<file path="src/rtl/snitch_sb_pkg.sv">
// Shared types and helpers for the scoreboard tag table and its free-tag FIFO.
// Types are sized for the default configuration; parameterised logic uses explicit widths.
package snitch_sb_pkg;

   localparam int unsigned DefNrTags       = 8;
   localparam int unsigned DefRegAddrWidth = 5;
   localparam int unsigned MaxNrTags       = 32;

   typedef logic [DefNrTags-1:0] tag_t;

   typedef struct packed {
      logic                       valid;
      logic [DefRegAddrWidth-1:0] rd;
   } entry_t;

   // True when exactly one bit is set; callers zero-extend narrower tags.
   function automatic logic is_onehot(input logic [MaxNrTags-1:0] v);
      return (v != '0) && ((v & (v - MaxNrTags'(1))) == '0);
   endfunction

endpackage

</file>
<file path="src/rtl/snitch_sb_tag_fifo.sv">
// Circular FIFO of free one-hot tags with parameterised reset contents.
// Head is presented combinationally; pointers wrap modulo Depth for any Depth.
module snitch_sb_tag_fifo #(
   parameter int unsigned             Depth      = 8,
   parameter int unsigned             Width      = 8,
   parameter logic [Depth*Width-1:0]  ResetData  = '0,
   parameter int unsigned             ResetCount = Depth
) (
   input  logic             clk_i,
   input  logic             rst_ni,
   input  logic             push_i,
   input  logic [Width-1:0] data_i,
   input  logic             pop_i,
   output logic [Width-1:0] data_o,
   output logic             empty_o
);

   localparam int unsigned PtrW = (Depth > 1) ? $clog2(Depth) : 1;
   localparam int unsigned CntW = $clog2(Depth + 1);

   logic [Width-1:0] mem_q [Depth];
   logic [PtrW-1:0]  rptr_q, wptr_q;
   logic [CntW-1:0]  count_q;

   function automatic logic [PtrW-1:0] wrap_inc(input logic [PtrW-1:0] p);
      return (p == PtrW'(Depth - 1)) ? '0 : p + PtrW'(1);
   endfunction

   assign data_o  = mem_q[rptr_q];
   assign empty_o = (count_q == '0);

   always_ff @(posedge clk_i or negedge rst_ni) begin
      if (!rst_ni) begin
         for (int i = 0; i < Depth; i++) begin
            mem_q[i] <= ResetData[i*Width +: Width];
         end
         rptr_q  <= '0;
         wptr_q  <= '0;
         count_q <= CntW'(ResetCount);
      end else begin
         if (push_i) begin
            mem_q[wptr_q] <= data_i;
            wptr_q        <= wrap_inc(wptr_q);
         end
         if (pop_i) begin
            rptr_q <= wrap_inc(rptr_q);
         end
         case ({push_i, pop_i})
            2'b10:   count_q <= count_q + CntW'(1);
            2'b01:   count_q <= count_q - CntW'(1);
            default: count_q <= count_q;
         endcase
      end
   end

endmodule

</file>
<file path="src/rtl/snitch_sb_tag_table.sv">
// Scoreboard tag table: grants one-hot tags to issuing instructions, tracks their rd,
// stalls on register hazards against in-flight entries and recycles tags on retire.
module snitch_sb_tag_table
   import snitch_sb_pkg::*;
#(
   parameter int unsigned NrTags       = DefNrTags,
   parameter int unsigned RegAddrWidth = DefRegAddrWidth
) (
   input  logic                      clk_i,
   input  logic                      rst_ni,
   // Issue handshake: a tag transfers on a cycle where issue_valid_i && issue_ready_o;
   // issue_ready_o never looks at issue_valid_i, and issue_tag_o is only meaningful when ready.
   input  logic                      issue_valid_i,
   output logic                      issue_ready_o,
   input  logic [RegAddrWidth-1:0]   issue_rd_i,
   input  logic [RegAddrWidth-1:0]   issue_rs1_i,
   input  logic [RegAddrWidth-1:0]   issue_rs2_i,
   output logic [NrTags-1:0]         issue_tag_o,
   input  logic                      retire_valid_i,
   input  logic [NrTags-1:0]         retire_tag_i,
   output logic [$clog2(NrTags):0]   inflight_o,
   output logic                      err_o
);

   localparam int unsigned InfW = $clog2(NrTags) + 1;

   function automatic logic [NrTags*NrTags-1:0] onehot_tokens();
      logic [NrTags*NrTags-1:0] d;
      d = '0;
      for (int i = 0; i < NrTags; i++) begin
         d[i*NrTags + i] = 1'b1;
      end
      return d;
   endfunction

   localparam logic [NrTags*NrTags-1:0] FifoInit = onehot_tokens();

   logic [NrTags-1:0]       valid_q;
   logic [RegAddrWidth-1:0] rd_q [NrTags];
   logic [InfW-1:0]         inflight_q;
   logic                    err_q;

   logic [NrTags-1:0] fifo_head;
   logic              fifo_empty;
   logic              hazard;
   logic              issue_fire;
   logic              retire_ok;

   snitch_sb_tag_fifo #(
      .Depth      (NrTags),
      .Width      (NrTags),
      .ResetData  (FifoInit),
      .ResetCount (NrTags)
   ) i_free_fifo (
      .clk_i   (clk_i),
      .rst_ni  (rst_ni),
      .push_i  (retire_ok),
      .data_i  (retire_tag_i),
      .pop_i   (issue_fire),
      .data_o  (fifo_head),
      .empty_o (fifo_empty)
   );

   // Only registered entries are consulted, so a same-cycle retire still blocks issue.
   always_comb begin
      hazard = 1'b0;
      for (int i = 0; i < NrTags; i++) begin
         if (valid_q[i] && (rd_q[i] != '0) &&
             ((rd_q[i] == issue_rs1_i) || (rd_q[i] == issue_rs2_i) ||
              (rd_q[i] == issue_rd_i))) begin
            hazard = 1'b1;
         end
      end
   end

   assign issue_ready_o = !fifo_empty && !hazard;
   assign issue_tag_o   = fifo_head;
   assign issue_fire    = issue_valid_i && issue_ready_o;
   assign retire_ok     = retire_valid_i && is_onehot(MaxNrTags'(retire_tag_i)) &&
                          ((retire_tag_i & valid_q) != '0);

   // A free tag's entry is never valid, so the issue and retire targets cannot collide.
   always_ff @(posedge clk_i or negedge rst_ni) begin
      if (!rst_ni) begin
         valid_q <= '0;
         for (int i = 0; i < NrTags; i++) begin
            rd_q[i] <= '0;
         end
      end else begin
         for (int i = 0; i < NrTags; i++) begin
            if (issue_fire && fifo_head[i]) begin
               valid_q[i] <= 1'b1;
               rd_q[i]    <= issue_rd_i;
            end else if (retire_ok && retire_tag_i[i]) begin
               valid_q[i] <= 1'b0;
            end
         end
      end
   end

   always_ff @(posedge clk_i or negedge rst_ni) begin
      if (!rst_ni) begin
         inflight_q <= '0;
         err_q      <= 1'b0;
      end else begin
         case ({issue_fire, retire_ok})
            2'b10:   inflight_q <= inflight_q + InfW'(1);
            2'b01:   inflight_q <= inflight_q - InfW'(1);
            default: inflight_q <= inflight_q;
         endcase
         err_q <= retire_valid_i && !retire_ok;
      end
   end

   assign inflight_o = inflight_q;
   assign err_o      = err_q;

endmodule

</file>
<file path="config.mk">
export PLATFORM = sky130hd
export DESIGN_NAME = snitch_sb_tag_table
export DESIGN_NICKNAME = d
export VERILOG_FILES = /design/src/rtl/snitch_sb_pkg.sv /design/src/rtl/snitch_sb_tag_fifo.sv /design/src/rtl/snitch_sb_tag_table.sv
export SDC_FILE = /design/constraint.sdc
export NUM_CORES = 1
export LEC_CHECK = 0
export ABC_AREA = 1
export BUFFER_PORTS_ARGS = -buffer_cell sky130_fd_sc_hd__buf_2
export CORE_UTILIZATION = 56
export CTS_CLUSTER_DIAMETER = 100
export DETAILED_ROUTE_END_ITERATION = 10
export PLACE_DENSITY = 0.83
export SLEW_MARGIN = 20
export SYNTH_ARGS = -nofsm -noshare
export SYNTH_HDL_FRONTEND = slang
export SYNTH_HIERARCHICAL = 1
export SYNTH_SLANG_ARGS = --single-unit
</file>
<file path="constraint.sdc">
create_clock -name clk_i -period 2.5 [get_ports clk_i]
set_input_delay 0.125 -clock clk_i [delete_from_list [all_inputs] [get_ports clk_i]]
set_output_delay 0.125 -clock clk_i [all_outputs]
set_load 0.01 [all_outputs]
</file>
## Word level (Yosys, flattened, before mapping)

Cells that the tools add are included.

- $add $sub $neg: 7
- Multiplexer cells: 34
- $lt $le $gt $ge: 3
- Bitwise logic cells: 4
- Equality and inequality tests: 30
- Reduce and logical (&&, ||, !) cells: 80

Operators with widths:

| kind | number |
|---|---|
| 5-bit == test | 24 |
| 64-bit bitwise mux | 1 |
| 5-bit nonzero test | 8 |
| 1-bit logical AND | 39 |
| 8-bit by 32-bit AND with 32-bit output | 1 |
| 32-bit logical NOT | 1 |
| 8-bit binary-select mux with 3-bit select | 1 |
| 8-bit demux with 3-bit select | 1 |
| 1-bit two-way mux | 24 |
| 8-bit two-way mux | 3 |
| 2-bit nonzero test | 10 |
| 1-bit logical OR | 16 |
| 4-bit case mux with 2 select lines | 2 |
| 8-bit nonzero test | 2 |
| 8-bit by 1-bit subtractor with 9-bit output, second input constant | 1 |
| 4-bit by 1-bit adder with 4-bit output, second input constant | 2 |
| 8-bit AND | 1 |
| 4-bit >= comparator, second input constant | 2 |
| 3-bit inverter with 4-bit output | 2 |
| 4-bit by 1-bit subtractor with 4-bit output, second input constant | 2 |
| 3-bit by 1-bit adder with 3-bit output, second input constant | 2 |
| 3-bit == test, second input constant | 2 |
| 3-bit two-way mux | 2 |
| 2-bit by 1-bit == test with 1-bit output, second input constant | 2 |
| 4 further kinds | 7 |

- Word-level logic and storage cells: 187
- Flip-flop bits (word level): 127
- Bits of input ports: 27
- Output and inout port bits: 14

## Logic depth before layout (Yosys ltp)

- Depth after elaboration: 17
- Gate-level depth with buffers: 23
- Gate-level depth less buffers: 22

## By module

Netlist, hierarchy kept.

By module, submodules not included:

| module | instances | area an instance (sq um) | cells an instance |
|---|---|---|---|
| snitch_sb_tag_table | 1 | 4717.0 | 695 |
| snitch_sb_tag_fifo | 1 | 3384.5 | 401 |

## Worst setup path after synthesis

No wires, ideal clock.

- Path type: register to register
- Start: reg i_free_fifo.count_q[2]
- End: reg inflight_q[3], in the netlist inflight_o[3]
- Slack: -172 ps
- Period minus slack after synthesis: 2672 ps
- Path buffers: 0
- Required time: 2376 ps
- Cell stages (with the launch flop): 14
- Arrival: 2547 ps
- Cell sequence: dfrtp_1 nor4_1 nand3b_1 nor2_4 nand2_1 ha_1 ha_1 nand2_1 nor2_1 a211oi_1 nor2_1 nor2_1 nand2_1 xnor2_1

- Word-level cells in the longest chain between the ends: 6

Ends and longest elaborated chain:

| item | RTL line | source |
|---|---|---|
| start: declaration | snitch_sb_tag_fifo.sv:23 | `logic [CntW-1:0] count_q;` |
| start signal: assignment | snitch_sb_tag_fifo.sv:39 | `count_q <= CntW'(ResetCount);` |
| start signal: assignment | snitch_sb_tag_fifo.sv:49 | `2'b10: count_q <= count_q + CntW'(1);` |
| start signal: assignment | snitch_sb_tag_fifo.sv:50 | `2'b01: count_q <= count_q - CntW'(1);` |
| 4-bit logical NOT * | snitch_sb_tag_fifo.sv:30 | `assign empty_o = (count_q == '0);` |
| named net fifo_empty | snitch_sb_tag_table.sv:44 | `logic fifo_empty;` |
| 1-bit logical NOT * | snitch_sb_tag_table.sv:76 | `assign issue_ready_o = !fifo_empty && !hazard;` |
| 1-bit logical AND * | snitch_sb_tag_table.sv:76 |  |
| 1-bit logical AND * | snitch_sb_tag_table.sv:78 | `assign issue_fire = issue_valid_i && issue_ready_o;` |
| 2-bit by 1-bit == test with 1-bit output / 2-bit == test (equally long branches) | snitch_sb_tag_table.sv:106 | `case ({issue_fire, retire_ok})` |
| 4-bit case mux with 2 select lines / 2-bit nonzero test (equally long branches) | - |  |
| end signal: assignment | snitch_sb_tag_table.sv:107 | `2'b10: inflight_q <= inflight_q + InfW'(1);` |
| end signal: assignment | snitch_sb_tag_table.sv:108 | `2'b01: inflight_q <= inflight_q - InfW'(1);` |
| end signal: assignment | snitch_sb_tag_table.sv:109 | `default: inflight_q <= inflight_q;` |
| end: declaration | snitch_sb_tag_table.sv:40 | `logic [InfW-1:0] inflight_q;` |

Mark *: on every way through the listed nets, which the timed path passes. The rest lies on a longest branch.
A chain may end at the register's enable or synchronous reset.

## Worst setup path after layout

- Start: reg rd_q[28] (netlist bit)
- End: reg inflight_q[3], in the netlist inflight_o[3]

- Word-level cells in the longest chain between the ends: 15

Ends and longest elaborated chain:

| item | RTL line | source |
|---|---|---|
| start: declaration | snitch_sb_tag_table.sv:39 | `logic [RegAddrWidth-1:0] rd_q [NrTags];` |
| start signal: indexed assignment | snitch_sb_tag_table.sv:93 | `rd_q[i] <= issue_rd_i;` |
| 5-bit == test | snitch_sb_tag_table.sv:69 | `((rd_q[i] == issue_rs1_i) \|\| (rd_q[i] == issue_rs2_i) \|\|` |
| 1-bit logical OR (2 in a row) | snitch_sb_tag_table.sv:69 |  |
| 1-bit logical AND * | snitch_sb_tag_table.sv:68 | `if (valid_q[i] && (rd_q[i] != '0) &&` |
| 1-bit two-way mux * (6 in a row) | snitch_sb_tag_table.sv:68 |  |
| 1-bit logical NOT * | snitch_sb_tag_table.sv:76 |  |
| 1-bit logical AND * | snitch_sb_tag_table.sv:76 |  |
| 1-bit logical AND * | snitch_sb_tag_table.sv:78 |  |
| 2-bit by 1-bit == test with 1-bit output / 2-bit == test (equally long branches) | snitch_sb_tag_table.sv:106 |  |
| 4-bit case mux with 2 select lines / 2-bit nonzero test (equally long branches) | - |  |

Every way passes the cells marked *; elsewhere a longest branch is shown, timed or not.

==> flow_summary.yaml <==
synthesis:
  share_of_synthesized_flip_flops_with_an_asynchronous_set_or_reset: 1.00
  synth_top_cell_area_share: 0.364
  ys_dominant_reg_cell: "dfrtp_1"
  synth.yosys.seq_area_share: 0.394
  synth.yosys.warnings: 6
  post_synth_instance_area_um2: 8100
  avgSynthCellArea_um2: 7.39
  number_of_flops_mapped_to_enable_cells_by_yosys: 0
  postSynthCellCount: 1096
  ys_top_cells_by_area: "dfrtp_1 36%, nand2_1 17%, o21ai_0 6.9%"
  yosysTopAreaCell: "dfrtp_1"
  syn-num-nets: 1134
  synth.ff_latch_count: 127
  yosys.cell_types.count: 40
cts:
  clock-root-buffer: "clkbuf_16"
  tritoncts_clock_tree: "built"
  htree_levels: 4
  clock_latency_ns: 0.42
  clk_transition_reported_paths_ns: 0.06
  cts-buffers-inserted: 17
  cts_buffer_depth: 2
  cts.sinks: 127
timing:
  relSlewSlack: 0.545
  fin_hold_viols: 0
  timing.final.max_slew_violations: 0
  worst_slack_ns: -0.207
  finalClockSkew_ns: 0.00535
  final-setup-viol-count: 4
  final.min_clock_period_ns: 2.71
  layout_worst_path_cycle_share: 1.08
  setup_repair_after_global_routing_missed_its_margin: "yes"
  fmaxAchievable_mhz: 369
  tightestPinTransition_ns: 0.683
power:
  combinational_group_share_of_total_power: 0.516
  power.share.switching: 0.448
  p_int_w: 0.00656
  total_leakage_power_nw: 4.90
  power_density_nw_per_um2: 1230
  switchingPower_w: 0.00532
  power.share.clock: 0.209
  ir_drop_mv: 0.927
  seq_power_share: 0.275
global_route:
  groute.layer.met2.usage: 0.521
  grtUsageMet1: 0.416
  grt_antenna_before_repair: 0
  grt_overflow_total: 0
  grt_util_all_layers: 0.322
  top_usage_layer: "met2"
  grt_pass1_vias: 7526
  grt.met3_usage: 0.0595
  grt_max_degree: 128
  grt_first_pass_wirelength_um: 36700
place:
  globalplace.congestion: 0.970
  pre_cts_ws_ns: -0.265
  dpl-instance-area_um2: 8860
  detailed_place_hpwl_um: 15200
  numPortBuffers: 40
layout:
  regArea_um2: 3200
  flow.area_growth_from_synthesis_pct: 19.4
  mostFrequentLayoutCells: "354 x nand2_1, 112 x dfrtp_1, 110 x nor2_1, 106 x o21ai_0, 93 x buf_4"
  multi_input_area_um2: 4320
  final.fill_count: 1082
  stdcell_area_um2: 9680
  num_antenna_cells: 0
  post_route_cells_drive_above_1_share: 0.201
  num-nets-final: 1232
  mostFrequentLayoutCell: "nand2_1"
  final_core_utilization: 0.692
critical_path:
  worst-endpoint-arrival_ns: 3.01
  cp_cell_sequence: "inv_2 -> nand3_1 -> o31ai_1 -> inv_1 -> nand2_2 -> nand2_2 -> nor2_4 -> nand2_2 -> nor2_4 -> nand2_2 -> ha_4 -> ha_4 -> nand2_2 -> nor2_2 -> a211oi_2 -> nor2_1 -> nor2_1 -> nand2_1 -> xnor2_1"
  startpoint_type: "flip-flop"
  path_class: "reg2reg"
  slowest_delay_ns: 0.43
  cp.buffers_inverters: 2
  crit_slowest_cell: "dfrtp_1"
  regToRegStartpoint: "rd_q[28]"
  crit_family: "simple AND/OR/NAND/NOR gates"
  critPathMostFrequentCell: "nand2_2"
  cp.required_ns: 2.81
  worst_setup_path_end_kind: "flip-flop"
  cp-startpoint: "rd_q[28]"
  path_max_fanout: 4
hold_path:
  worst_hold_path_type: "in2reg"
  min_from: "issue_rd_i[2]"
floorplanning:
  fp.coreArea_um2: 14000
  initial_core_util: 0.579
  horizontal_die_dimension_um: 122
  die_height_um: 122
  floorplan.io_pins: 41
  placement_rows: 43
  die_area_um2: 15000
detailed_routing:
  antenna_left: 0
  vias_per_cell: 5.74
  route.detailed.drc: 0
  routed_wirelength_um: 23100
  dr_total_vias: 7959
  wl_per_cell_um: 16.7
  detailedRoute.firstPassIterationCount: 7
  initialDrtViolationCount: 701
outcome:
  run_status: "finished with violations"
  failing_checks: "setup timing"
flow_run:
  cap_violations: 0
==> worst paths after layout <==
| path | endpoint | slack [ns] | depth (start not counted) |
|---|---|---|---|
| max | inflight_o[3] | -0.21 | 19 |
| min reg2reg | i_free_fifo/mem_q[55] | 0.48 | 2 |
| max in group asynchronous | rd_q[26] | 1.61 | 3 |
| min | rd_q[37] | 0.03 | 3 |
| min in group asynchronous | i_free_fifo/wptr_q[1] | 0.35 | 3 |
| max reg2reg | inflight_o[3] | -0.21 | 19 |
==> state kept, by name, indices dropped and copies added (netlist names) <==
signal and count:
inflight_o 4, i_free_fifo/mem_q 64, i_free_fifo/rptr_q 3, valid_q 8, err_o 1, i_free_fifo/count_q 4
i_free_fifo/wptr_q 3, rd_q 40
==> power groups by stage <==
| stage | clock, W | sequential [W] | combinational, W |
|---|---|---|---|
| after floorplan | 0 | 0.00299 | 0.00426 |
| after global placement | 0 | 0.00321 | 0.00543 |
| after detailed placement | 0 | 0.00323 | 0.00557 |
| after CTS | 0.00250 | 0.00321 | 0.00586 |
| after global routing | 0.00259 | 0.00332 | 0.00678 |
| final | 0.00248 | 0.00327 | 0.00613 |
==> timing repair <==
action / 4_1_cts / 5_1_grt
pin swaps: 13 / 13
hold buffers: 2 / 0
setup endpoints to repair: 7 / 34
hold endpoints to repair: 119 / 0
setup buffers: 6 / 4
gates resized for setup: 23 / 29
==> area by class of cell <==
type | count | share of cell area
clock buffer | 23 | 0.0504
clock inverter | 9 | 0.0110
inverter | 87 | 0.0344
multi-input combinational | 822 | 0.447
sequential | 127 | 0.330
tap | 180 | 0.0233
timing repair buffer | 139 | 0.104
==> stage by stage <==
step                hold slack, ns  power, W  instances  TNS (ns)
floorplan                   -0.171   0.00725       1096   -0.0507
global placement             0.289   0.00864       1345    -0.261
detailed placement           0.293   0.00880       1345    -0.560
CTS                         0.0255    0.0116       1384    -0.303
global route                0.0561    0.0127       1387     -1.43
finish                      0.0334    0.0119       1387    -0.409
==> synthesized netlist by cell type, types with 10 or more instances <==
| master | instances |
|---|---|
| xnor2_1 | 28 |
| buf_2 | 16 |
| nand2_1 | 366 |
| a21oi_1 | 17 |
| nand4_1 | 42 |
| buf_6 | 10 |
| xor2_1 | 41 |
| clkbuf_2 | 11 |
| buf_4 | 10 |
| dfrtp_1 | 118 |
| o22ai_1 | 16 |
| nand3_1 | 40 |
| inv_1 | 82 |
| o21ai_0 | 111 |
| ha_1 | 10 |
| clkbuf_1 | 10 |
| nor2_1 | 115 |
==> cell families after synthesis <==
family | share of synthesized area
AOI/OAI and AO/OA | 0.101
xor gates and xnor gates | 0.0746
adders and majority gates | 0.0179
buffers and inverters | 0.0916
DFF | 0.394
muxes | 0.00124
and+or+nand+nor | 0.320
==> metal layers <==
layer  vias up  wire length [um]
met4         0               772
met1      3760              9200
li1       3731                 -
met3        75              1760
met2       393             11400
met5         -                 0
==> tightest hold or removal path: cells and delay by family <==
kind                   cells  cell delay [ns]
AND/OR/NAND/NOR            2             0.14
buffers and inverters      1             0.15
Power figures use the tool's default switching activity.
